## src/rtl/mem_arbiter_rr.sv

```systemverilog
`default_nettype none
// ============================================================================
//  Module      : mem_arbiter_rr
//  Description : N-port round-robin arbiter between cache line-fill /
//                write-back requesters and one shared physical memory port.
//                The grant, address and write line are latched at grant time
//                and all outputs are registered.
//  Revision    : 1.0 - initial release
// ============================================================================
module mem_arbiter_rr #(
    parameter int NUM_PORTS  = 2,
    parameter int ADDR_WIDTH = 32,
    parameter int LINE_WIDTH = 256
) (
    input  logic                             clk,
    input  logic                             rst,
    input  logic [NUM_PORTS-1:0]             req_read,
    input  logic [NUM_PORTS-1:0]             req_write,
    input  logic [NUM_PORTS*ADDR_WIDTH-1:0]  req_addr,
    input  logic [NUM_PORTS*LINE_WIDTH-1:0]  req_wdata,
    output logic [NUM_PORTS-1:0]             req_resp,
    output logic [LINE_WIDTH-1:0]            req_rdata,
    input  logic                             pmem_resp,
    input  logic [LINE_WIDTH-1:0]            pmem_rdata,
    output logic                             pmem_read,
    output logic                             pmem_write,
    output logic [ADDR_WIDTH-1:0]            pmem_address,
    output logic [LINE_WIDTH-1:0]            pmem_wdata
);

    localparam int                 c_IDX_W    = (NUM_PORTS > 1) ? $clog2(NUM_PORTS) : 1;
    localparam logic [c_IDX_W-1:0] c_LAST_IDX = c_IDX_W'(NUM_PORTS - 1);
    localparam logic [c_IDX_W:0]   c_NUM      = (c_IDX_W + 1)'(NUM_PORTS);

    localparam logic [1:0] c_ST_IDLE = 2'd0;
    localparam logic [1:0] c_ST_BUSY = 2'd1;
    localparam logic [1:0] c_ST_RESP = 2'd2;

    logic [1:0]            r_state;
    logic [c_IDX_W-1:0]    r_gnt;
    logic [c_IDX_W-1:0]    r_rr;
    logic [NUM_PORTS-1:0]  r_req_resp;
    logic [LINE_WIDTH-1:0] r_req_rdata;
    logic                  r_pmem_read;
    logic                  r_pmem_write;
    logic [ADDR_WIDTH-1:0] r_pmem_address;
    logic [LINE_WIDTH-1:0] r_pmem_wdata;

    logic [NUM_PORTS-1:0]  w_req;
    logic [ADDR_WIDTH-1:0] w_addr  [NUM_PORTS];
    logic [LINE_WIDTH-1:0] w_wdata [NUM_PORTS];
    logic                  w_found;
    logic [c_IDX_W-1:0]    w_sel;
    logic [c_IDX_W:0]      w_cand;
    logic [c_IDX_W-1:0]    w_rr_next;
    logic [NUM_PORTS-1:0]  w_onehot;

    assign w_req = req_read | req_write;

    // Split the flat per-port buses into indexable arrays.
    for (genvar gi = 0; gi < NUM_PORTS; gi++) begin : g_port
        assign w_addr[gi]  = req_addr[gi*ADDR_WIDTH +: ADDR_WIDTH];
        assign w_wdata[gi] = req_wdata[gi*LINE_WIDTH +: LINE_WIDTH];
    end

    // Search upward from the rotating pointer for the first requesting port.
    // The wrap is an explicit subtract so non-power-of-two port counts work.
    always_comb begin
        w_found = 1'b0;
        w_sel   = '0;
        w_cand  = '0;
        for (int k = 0; k < NUM_PORTS; k++) begin
            w_cand = {1'b0, r_rr} + (c_IDX_W + 1)'(k);
            if (w_cand >= c_NUM) begin
                w_cand = w_cand - c_NUM;
            end
            if (!w_found && w_req[w_cand[c_IDX_W-1:0]]) begin
                w_found = 1'b1;
                w_sel   = w_cand[c_IDX_W-1:0];
            end
        end
    end

    // Pointer moves just past the served port; completion pulse is one-hot.
    always_comb begin
        w_rr_next = (r_gnt == c_LAST_IDX) ? '0 : (r_gnt + c_IDX_W'(1));
        w_onehot  = {{(NUM_PORTS-1){1'b0}}, 1'b1} << r_gnt;
    end

    // Grant / memory-transfer / response sequencer with registered outputs.
    always_ff @(posedge clk) begin
        if (rst) begin
            r_state        <= c_ST_IDLE;
            r_gnt          <= '0;
            r_rr           <= '0;
            r_req_resp     <= '0;
            r_req_rdata    <= '0;
            r_pmem_read    <= 1'b0;
            r_pmem_write   <= 1'b0;
            r_pmem_address <= '0;
            r_pmem_wdata   <= '0;
        end else begin
            case (r_state)
                c_ST_IDLE: begin
                    if (w_found) begin
                        r_gnt          <= w_sel;
                        r_pmem_address <= w_addr[w_sel];
                        r_pmem_wdata   <= w_wdata[w_sel];
                        // A write takes precedence when both bits are set.
                        if (req_write[w_sel]) begin
                            r_pmem_write <= 1'b1;
                            r_pmem_read  <= 1'b0;
                        end else begin
                            r_pmem_write <= 1'b0;
                            r_pmem_read  <= 1'b1;
                        end
                        r_state <= c_ST_BUSY;
                    end
                end
                c_ST_BUSY: begin
                    if (pmem_resp) begin
                        r_pmem_read  <= 1'b0;
                        r_pmem_write <= 1'b0;
                        if (!r_pmem_write) begin
                            r_req_rdata <= pmem_rdata;
                        end
                        r_req_resp <= w_onehot;
                        r_rr       <= w_rr_next;
                        r_state    <= c_ST_RESP;
                    end
                end
                c_ST_RESP: begin
                    // Turnaround cycle: no grant, lets the requester drop.
                    r_req_resp <= '0;
                    r_state    <= c_ST_IDLE;
                end
                default: begin
                    r_state <= c_ST_IDLE;
                end
            endcase
        end
    end

    assign req_resp     = r_req_resp;
    assign req_rdata    = r_req_rdata;
    assign pmem_read    = r_pmem_read;
    assign pmem_write   = r_pmem_write;
    assign pmem_address = r_pmem_address;
    assign pmem_wdata   = r_pmem_wdata;

endmodule
`default_nettype wire

```

## config.mk

```make
export PLATFORM = sky130hd
export DESIGN_NAME = mem_arbiter_rr
export DESIGN_NICKNAME = d
export VERILOG_FILES = /design/src/rtl/mem_arbiter_rr.sv
export SDC_FILE = /design/constraint.sdc
export NUM_CORES = 1
export LEC_CHECK = 0
export CORE_AREA = 2 2 536 538
export DETAILED_ROUTE_END_ITERATION = 7
export DIE_AREA = 0 0 538 540
export DONT_BUFFER_PORTS = 1
export GPL_TIMING_DRIVEN = 0
export HOLD_SLACK_MARGIN = 0.1
export PLACE_DENSITY_LB_ADDON = 0.15
export SYNTH_ARGS = -nofsm -noshare
export SYNTH_HDL_FRONTEND = slang
export SYNTH_SLANG_ARGS = --single-unit
```

## constraint.sdc

```tcl
create_clock -name clk -period 2.5 [get_ports clk]
set_clock_uncertainty 0.15 [all_clocks]
set_input_delay 0.5 -clock clk [delete_from_list [all_inputs] [get_ports clk]]
set_output_delay 0.5 -clock clk [all_outputs]
set_load 0.02 [all_outputs]
```

==> qor.csv <==
stage,metric,value,unit
drt,route.met2.wl,97300,um
final_layout,instances_no_fill,7547,
drt,drc,0,
synth,yosysTopAreaCellShare,0.510,
power_and_ir_drop,clock_power_share,0.402,
final_layout,multiInputGateArea,9650,sq um
worst_hold_path,hold-path-endpoint,req_rdata[215],
drt,vias,24900,
critical_path,cp_common_cell,buf_2,
drt,drt_iter0_markers,1244,
floorplan,design.die.area,291000,sq um
clock_tree,cts_root_buffer,clkbuf_16,
synth,syn_inst,2757,
sta,finalHoldViolCount,0,
critical_path,worstSetupPathType,reg2reg,
sta,max_slew_margin,0.233,
flow_run,drv_cap,0,
final_layout,final_nets,4521,
critical_path,worstPathRequired,3.04,ns
critical_path,path_buf_inv,3,
clock_tree,numClockSinks,552,
synth,synth_edf_count,0,
final_layout,area_growth,74.7,%
synth,ys_top_cells_by_count,"804 x nand2_1, 552 x dfxtp_1, 549 x a21oi_1",
synth,yosysMostFrequentCell,nand2_1,
sta,maxSlewViolCount,0,
drt,drt-total-wl,214000,um
clock_tree,tritoncts,done,
sta,period_share,0.961,
drt,drt_pass1_iterations,5,
synth,yosys_warnings,0,
sta,min_period,2.40,ns
placement,place_inst,6522,
power_and_ir_drop,p_int,18.4,mW
drt,wirelength_met1,87300,um
drt,detail_route.wl_per_cell,28.3,um
clock_tree,worstSkewPairLatency,0.78,ns
grt,grt_pass1_wl,269000,um
drt,wl_met3,22900,um
run_status,status,completed,
drt,antenna_left,0,
drt,via_per_inst,3.29,
synth,yosys.area.top_type,dfxtp_1,
power_and_ir_drop,combPwrFrac,0.185,
placement,io_buffers,0,
power_and_ir_drop,total_power,28.9,mW
synth,synthArstFlopShare,0,
floorplan,initial_utilization,0.0762,
worst_hold_path,min_from,pmem_resp,
final_layout,n_fill_cell,32900,
synth,synthTopCellsByArea,"dfxtp_1 51%, nand2_1 14%, a21oi_1 13%, a211oi_1 7.8%, nor2_1 5.1%",
synth,netlist_area,21700,sq um
power_and_ir_drop,p_switching,10.5,mW
synth,syn_area_per_cell,7.86,sq um
synth,synth-seq-area-share,0.510,
critical_path,cp_top_family,buffers and inverters,
sta,fmax,416,MHz
grt,grt_pass1_vias,25600,
sta,fin_tns_setup,0,ns
critical_path,r2r-start,r_rr,
critical_path,crit_slowest_cell,dfxtp_1,
clock_tree,cts_buffers,84,
placement,dpl.hpwl,184000,um
grt,antenna_found_initial,92,
synth,ys_ff_latch,552,
critical_path,path_cells,o21bai_1 -> and2_1 -> buf_12 -> buf_2 -> buf_2 -> a21oi_1 -> a211oi_2,
critical_path,arrival,2.94,ns
final_layout,drive_gt1_frac,0.107,
clock_tree,h-tree-depth,3,
synth,synth_ff_type,dfxtp_1,
grt,grt.overflow.total,0,
power_and_ir_drop,swShare,0.363,
synth,synth_nets,3596,
sta,whs,0.244,ns
floorplan,ioPinCount,1387,
floorplan,core,284000,sq um
grt,track_usage,0.140,
power_and_ir_drop,power_frac_seq,0.413,
floorplan,die_y,540,um
final_layout,regArea,11100,sq um
clock_tree,post_cts_buffers,0,
critical_path,reg2regPathDepth,7,
clock_tree,clk_path_buf_depth,4,
critical_path,critical_path.max_stage_delay,0.37,ns
power_and_ir_drop,p_leak,13.4,nW
placement,place.gp.congestion,0.926,
final_layout,finalCoreUtilization,0.133,
critical_path,cp-end-kind,flop,
synth,synth_cell_type_count,28,
power_and_ir_drop,p_per_area,764,nW/um^2
floorplan,row_count,196,
floorplan,die_w,538,um
clock_tree,clk_pin_slew,0.06,ns
worst_hold_path,hold_class,in2reg,
critical_path,cp-start-kind,flop,
power_and_ir_drop,irDropWorstVdd,0.000392,V
sta,worst_pin_slew,1.15,ns
critical_path,r2r_end,pmem_wdata[226],
critical_path,path_max_fanout,11,
drt,dr.max_layer_used,met5,
worst_hold_path,whs_path_depth,5,
critical_path,rrSetupSlack,0.1,ns
grt,grt_max_degree,12,
sta,finalSetupViolations,0,
sta,rsz0062_at_grt,yes,
-- sequential cells by signal, summed over array words and instances (netlist names) --
signal / count
pmem_address: 32
req_resp: 2
r_rr: 1
pmem_wdata: 256
req_rdata: 256
pmem_read: 1
r_state: 2
pmem_write: 1
r_gnt: 1
-- metal layers --
layer,global-route usage,vias up
met4,0.0372,34
met3,0.0577,251
li1,-,11300
met2,0.230,1281
met1,0.167,12000
met5,0,-
-- cell families (layout without fill, tap and decap cells) --
logic type | count (synthesis) | after routing | share of synthesized area
and+or+nand+nor | 1110 | 1110 | 0.194
DFF | 552 | 552 | 0.510
AOI/OAI and AO/OA | 847 | 847 | 0.245
buffers and inverters | 248 | 1230 | 0.0512
other | 0 | 46 | 0
-- power groups by stage --
stage,registers [mW],clock network (mW),logic [mW]
global route,12.1,12.4,5.80
global placement,12.2,0,4.00
floorplan,11.1,0,2.30
CTS,12.0,12.1,5.45
detailed placement,12.2,0,4.03
finish,12.0,11.6,5.34
-- worst reg2reg max path: cells and delay by family (launching register included) --
family          cells  cell delay, ns
compound gates      3            0.66
simple gates        1            0.24
buf+inv             3            0.90
flops               1            0.37
-- worst max-delay path by stage --
stage,from,end,slack [ns],cells after the start
after floorplan,req_write[1],pmem_address[12],0.57,7
after global placement,rst,req_rdata[198],-3.73,5
after detailed placement,rst,req_rdata[117],-1.60,6
after CTS,pmem_write,req_rdata[113],-0.04,5
after global routing,r_state[0],req_rdata[113],-0.11,6
final,r_rr,pmem_wdata[226],0.1,7
-- stage by stage --
| stage | cell area, sq um | setup WS (ns) |
|---|---|---|
| final | 37900 | 0.0983 |
| after global routing | 37800 | -0.111 |
| after CTS | 37700 | -0.0447 |
| after detailed placement | 26500 | -1.60 |
| after global placement | 26400 | -3.73 |
| after floorplan | 21700 | 0.568 |
-- layout make-up --
| type | instances | share of cell area |
|---|---|---|
| Antenna cell | 46 | 0.00304 |
| Clock buffer | 128 | 0.0644 |
| Timing Repair Buffer | 839 | 0.223 |
| Sequential cell | 552 | 0.292 |
| Multi-Input combinational cell | 1957 | 0.255 |
| Tap cell | 3762 | 0.124 |
| Clock inverter | 15 | 0.00327 |
| Buffer | 247 | 0.0353 |
| Inverter | 1 | 0.0000991 |
-- cells in the final DEF, fill, tap and decap left out, types with 6 or more instances in the layout --
cell type	n
a211oi_2	63
buf_2	92
nand2_1	803
clkbuf_8	15
a21oi_2	34
clkbuf_4	18
clkinv_2	6
clkbuf_2	39
buf_4	22
dlygate4sd3_1	836
diode_2	46
clkbuf_1	96
dfxtp_1	552
a21oi_1	515
a211oi_1	225
nor2_1	294
clkbuf_16	85
-- repair_timing --
item | 4_1_cts | 5_1_grt
endpoints found under the hold margin | 551 | 0
endpoints found under the setup margin | 536 | 162
resized for setup | 106 | 37
hold buffers | 836 | 0
(Power assumes the default switching activity.)
